File: src/rtl/mem_arbiter.sv
// Two-port (fetch / data) arbiter onto a byte-wide synchronous RAM.
// Multi-byte accesses are serialised little-endian; the data port has priority.
module mem_arbiter #(
  parameter int RD_LATENCY = 2
) (
  input  logic        clk,
  input  logic        rst,
  input  logic        if_req,
  input  logic [15:0] if_addr,
  output logic        if_ack,
  output logic [31:0] if_rdata,
  input  logic        d_req,
  input  logic        d_we,
  input  logic [1:0]  d_size,
  input  logic [15:0] d_addr,
  input  logic [31:0] d_wdata,
  output logic        d_ack,
  output logic        d_err,
  output logic [31:0] d_rdata,
  output logic [15:0] ram_addr,
  output logic        ram_wren,
  output logic        ram_rden,
  output logic [7:0]  ram_data,
  input  logic [7:0]  ram_q,
  output logic        busy
);

  typedef enum logic [1:0] {IDLE, READ, WRITE, ACK} state_t;

  state_t      state, next_state;
  logic        lat_port, lat_we, lat_err;
  logic [15:0] lat_addr;
  logic [2:0]  lat_n;
  logic [31:0] lat_wdata;
  logic [2:0]  issue_cnt, cap_cnt;
  logic [2:0]  ret_vld;
  logic [31:0] rbuf;

  logic        grant, bad_size, issuing, cap_now, cap_last;
  logic        eff_port, eff_we, eff_err;
  logic [15:0] eff_addr;
  logic [2:0]  eff_n, req_n;
  logic [31:0] eff_wdata, rdata_new;
  logic [7:0]  wbyte;

  logic        if_ack_nxt, d_ack_nxt, d_err_nxt, busy_nxt, ram_wren_nxt, ram_rden_nxt;
  logic [15:0] ram_addr_nxt;
  logic [7:0]  ram_data_nxt;
  logic [31:0] if_rdata_nxt, d_rdata_nxt;

  // In IDLE the first byte is issued from the live request, afterwards from the latched copy
  always_comb begin
    grant    = (state == IDLE) && (d_req || if_req);
    bad_size = d_req && (d_size == 2'b11);
    req_n    = 3'd4;
    if (d_req) begin
      case (d_size)
        2'b00:   req_n = 3'd1;
        2'b01:   req_n = 3'd2;
        default: req_n = 3'd4;
      endcase
    end
    eff_port  = grant ? d_req                       : lat_port;
    eff_addr  = grant ? (d_req ? d_addr : if_addr)  : lat_addr;
    eff_we    = grant ? (d_req && d_we)             : lat_we;
    eff_wdata = grant ? d_wdata                     : lat_wdata;
    eff_err   = grant ? bad_size                    : lat_err;
    eff_n     = grant ? req_n                       : lat_n;
    issuing   = (grant && !bad_size) ||
                (((state == READ) || (state == WRITE)) && (issue_cnt < lat_n));
    cap_now   = (state == READ) && ret_vld[RD_LATENCY-1];
    cap_last  = cap_now && (cap_cnt == lat_n - 3'd1);
    rdata_new = rbuf | ({24'd0, ram_q} << {cap_cnt[1:0], 3'b000});
    case (issue_cnt[1:0])
      2'd0:    wbyte = eff_wdata[7:0];
      2'd1:    wbyte = eff_wdata[15:8];
      2'd2:    wbyte = eff_wdata[23:16];
      default: wbyte = eff_wdata[31:24];
    endcase
  end

  always_comb begin
    next_state = state;
    case (state)
      IDLE:    if (grant) next_state = bad_size ? ACK : (eff_we ? WRITE : READ);
      READ:    if (cap_last) next_state = ACK;
      WRITE:   if (issue_cnt == lat_n) next_state = ACK;
      default: next_state = IDLE;
    endcase
  end

  always_comb begin
    busy_nxt     = (next_state != IDLE);
    if_ack_nxt   = (next_state == ACK) && !eff_port;
    d_ack_nxt    = (next_state == ACK) && eff_port;
    d_err_nxt    = (next_state == ACK) && eff_err;
    ram_rden_nxt = issuing && !eff_we;
    ram_wren_nxt = issuing && eff_we;
    ram_addr_nxt = issuing ? eff_addr + {13'd0, issue_cnt} : ram_addr;
    ram_data_nxt = (issuing && eff_we) ? wbyte : ram_data;
    if_rdata_nxt = (cap_last && !lat_port) ? rdata_new : if_rdata;
    d_rdata_nxt  = (cap_last && lat_port)  ? rdata_new : d_rdata;
  end

  always_ff @(posedge clk) begin
    if (!rst) begin
      state     <= IDLE;
      issue_cnt <= 3'd0;
      cap_cnt   <= 3'd0;
      ret_vld   <= 3'd0;
      if_ack    <= 1'b0;
      d_ack     <= 1'b0;
      d_err     <= 1'b0;
      busy      <= 1'b0;
      ram_wren  <= 1'b0;
      ram_rden  <= 1'b0;
      ram_addr  <= 16'd0;
      ram_data  <= 8'd0;
      if_rdata  <= 32'd0;
      d_rdata   <= 32'd0;
    end else begin
      state    <= next_state;
      ret_vld  <= {ret_vld[1:0], ram_rden};
      if (issuing)             issue_cnt <= issue_cnt + 3'd1;
      else if (state == ACK)   issue_cnt <= 3'd0;
      if (cap_now)             cap_cnt <= cap_cnt + 3'd1;
      else if (state == ACK)   cap_cnt <= 3'd0;
      if_ack   <= if_ack_nxt;
      d_ack    <= d_ack_nxt;
      d_err    <= d_err_nxt;
      busy     <= busy_nxt;
      ram_wren <= ram_wren_nxt;
      ram_rden <= ram_rden_nxt;
      ram_addr <= ram_addr_nxt;
      ram_data <= ram_data_nxt;
      if_rdata <= if_rdata_nxt;
      d_rdata  <= d_rdata_nxt;
    end
  end

  // Request fields and the byte assembly buffer carry no reset; they are always reloaded on grant
  always_ff @(posedge clk) begin
    if (grant) begin
      lat_port  <= eff_port;
      lat_addr  <= eff_addr;
      lat_we    <= eff_we;
      lat_err   <= eff_err;
      lat_n     <= eff_n;
      lat_wdata <= eff_wdata;
      rbuf      <= 32'd0;
    end else if (cap_now) begin
      rbuf <= rdata_new;
    end
  end

endmodule

File: config.mk
export PLATFORM = sky130hd
export DESIGN_NAME = mem_arbiter
export DESIGN_NICKNAME = d
export VERILOG_FILES = /design/src/rtl/mem_arbiter.sv
export SDC_FILE = /design/constraint.sdc
export NUM_CORES = 1
export LEC_CHECK = 0
export CAP_MARGIN = 20
export CORE_AREA = 2 2 117 165
export CTS_CLUSTER_DIAMETER = 80
export DETAILED_ROUTE_END_ITERATION = 8
export DIE_AREA = 0 0 119 167
export HOLD_SLACK_MARGIN = 0.06
export PLACE_DENSITY = 0.71
export SKIP_LAST_GASP = 1
export SLEW_MARGIN = 20
export SYNTH_ARGS = -nofsm -noshare
export SYNTH_HDL_FRONTEND = slang
export SYNTH_SLANG_ARGS = --single-unit
File: constraint.sdc
create_clock -name clk -period 3.9 [get_ports clk]
set_input_delay 0.78 -clock clk [delete_from_list [all_inputs] [get_ports clk]]
set_output_delay 0.78 -clock clk [all_outputs]
set_load 0.01 [all_outputs]
==> out/metrics.cfg <==
[status]
status=finished clean

[synthesis]
ys_seq_area_share_pct=53.2
synth-edff-count=54
synth_top_area_share_pct=33.3
synth-seq-cells=190
synth_top_cell_by_area=dfxtp_1
yosys_warnings=0
synth_area_um2=8160
async_flop_share_pct=0
post-synth-top-count-cell=dfxtp_1
synth_common_cells=dfxtp_1, nor2_1, nand2_1
avgSynthCellArea_um2=9.60
syn-num-nets=947
synth.distinct_cells=61
synth_ff_type=dfxtp_1
synthCells=850
synth_area_leaders=dfxtp_1, edfxtp_1, a211oi_1, nor2_1, nand2_1

[routing]
drt_iter0_markers=457
via_count=6627
routed_wl_um=20200
first_pass_iters=4
via_per_inst=5.31
ant_nets=0
drc=0
wl_per_cell_um=16.2

[clock_network]
cts_resized=0
post_cts_buffers=0
cts_hold_buf=0
root_buffer=clkbuf_16
cts.path.max_buffers=2
cts_buffers=17
htree_num_levels=4
cts_sinks=190
cts_tree=built
clk_latency_ps=430
clk_pin_slew_ps=80

[power]
clock_power_share_pct=25.8
p_leak_nw=3.82
pwr-share-seq_pct=40.8
netSwitchingFraction_pct=34.1
internal_power_mw=4.45
power_density_nw_per_um2=636
ir_drop_mv=0.390
combPwrFrac_pct=33.4
switchingPower_mw=2.31

[sta]
rsz0062_at_grt=false
setup_slack_ps=579
fin_crit_ps=3320
clock_skew_ps=14.3
worst_pin_slew_ps=1030
finalSetupViolCount=0
min_period_over_period_pct=85.2
slew_headroom_pct=31.2
maxSlewViolCount=0
setup_tns_ps=0
max_freq_mhz=301
hold_violations=0

[final_layout]
drive_gt1_share_pct=7.68
layout.nets=1087
area_growth_pct=30.1
final_cell_area_um2=10600

[grt]
grt_start_max_net_pins=83
grtUsageTotal_pct=20.6
antenna_found_initial=1
grt_pass1_vias=6352
grt_pass1_wl_um=32900
grt_overflow_total=0

[critical_path]
critical_path_class=input port to register
crit_path_end_kind=register
worstReg2RegStart=state[0]
regToRegEndpoint=ram_addr[13]
worstPathMaxFanout=11
r2r_setup_slack_ps=940
worst_r2r_path_depth=11
crit_start=d_req
cp.arrival_ps=3680
cp_data_required_time_ps=4260
critPathLaunchType=input port

[die]
die_area_um2=19900
core_area_um2=18400
io_pins=173
rows=59
dieWidth_um=119
die_h_um=167
start_util_pct=44.4

[min_path]
hp-start=ret_vld[0]
min_path_cells=1
hold_class=register to register
hold_end=ret_vld[1]

[flow_run]
maxCapViolCount=0

[placement]
portBuffers=172
place_ws_ps=68.1
dpl_cell_area_um2=10000
gp_congestion=0.811
dp_hpwl_um=14300

[layout by cell type (no fill, tap or decap), drive strengths merged, types with 5 or more instances in the layout]
| master | Yosys | routed |
|---|---|---|
| a211oi | 77 | 77 |
| a21oi | 68 | 68 |
| a22oi | 8 | 8 |
| a31oi | 30 | 30 |
| and2 | 14 | 14 |
| buf | 26 | 16 |
| clkbuf | 41 | 22 |
| clkdlybuf4s50 | 0 | 172 |
| dfxtp | 136 | 136 |
| edfxtp | 54 | 54 |
| ha | 17 | 17 |
| inv | 13 | 19 |
| mux2 | 6 | 6 |
| mux2i | 7 | 7 |
| nand2 | 104 | 104 |
| nand3 | 6 | 6 |
| nand4 | 6 | 6 |
| nor2 | 128 | 128 |
| nor2b | 5 | 5 |
| nor3 | 6 | 6 |
| o21a | 8 | 8 |
| o21ai | 21 | 21 |
| o22ai | 20 | 20 |
| o31ai | 5 | 5 |
| or3 | 6 | 6 |
| or4 | 5 | 5 |
[state kept, by name, indices dropped and copies added, names as in the netlist, 3 cells and up]
register	cells
cap_cnt	3
rbuf	32
lat_addr	16
lat_n	3
ram_addr	16
ram_data	8
lat_wdata	32
issue_cnt	3
d_rdata	32
if_rdata	32
[how the worst max path moves through the flow]
stage / endpoint / slack [ps]
3_3_place_gp: ram_addr[13] / 180
4_1_cts: ram_addr[13] / 540
3_5_place_dp: ram_addr[13] / 70
5_1_grt: ram_addr[13] / 220
6_report: ram_addr[13] / 580
2_1_floorplan: lat_addr[0] / 350
[cell type report]
cell class	count	area (µm²)
fill	1624	7760
timing repair buffer	188	1850
clock buffer	22	518
multi-input combinational	578	3440
inverter	15	68.8
tap	244	305
antenna	1	2.50
clock inverter	10	83.8
sequential	190	4340
[stage by stage]
step | hold WS (ps) | cells | utilization [%] | power, mW
after floorplan | 412 | 850 | - | 4.27
after global placement | 421 | 1215 | 54.5 | 4.99
after detailed placement | 418 | 1215 | 54.5 | 5.04
after CTS | 436 | 1247 | 57.8 | 6.80
after global routing | 473 | 1248 | 57.8 | 7.15
final | 439 | 1248 | 57.8 | 6.75
[worst max-delay path, cell delays in order]
cell and delay [ps]:
clkdlybuf4s50_1 560, o21ai_4 390, o21ai_0 190, ha_1 310
a21o_1 100, a21oi_1 100, nor3_1 310, nand4_1 300
or4_1 460, a31oi_1 170
[power by group through the flow]
stage	combinational (mW)	sequential, mW	clock [mW]
floorplan	1.45	2.82	0
global placement	2.20	2.79	0
detailed placement	2.25	2.79	0
CTS	2.27	2.76	1.78
global route	2.49	2.80	1.86
finish	2.25	2.75	1.74
[routing by layer]
layer	vias to the layer above	routed length (µm)	GRT usage, %
li1	3324	-	-
met1	3106	8490	24.8
met2	171	10500	36.3
met3	26	795	4.28
met4	0	410	6.78
met5	-	0	0
[cell families (layout without fill, tap and decap cells)]
logic type      count (synthesis)  count (layout)  share of synthesized area, %
mux                            13              13                          1.69
other cells                     0               1                             0
fa+ha+maj                      18              18                          2.85
xor+xnor                        9               9                          1.13
buf+inv                        82             235                          4.90
simple gates                  290             290                          15.7
flops                         190             190                          53.2
compound gates                248             248                          20.5
Note: power is estimated with default switching activity, not from simulation.
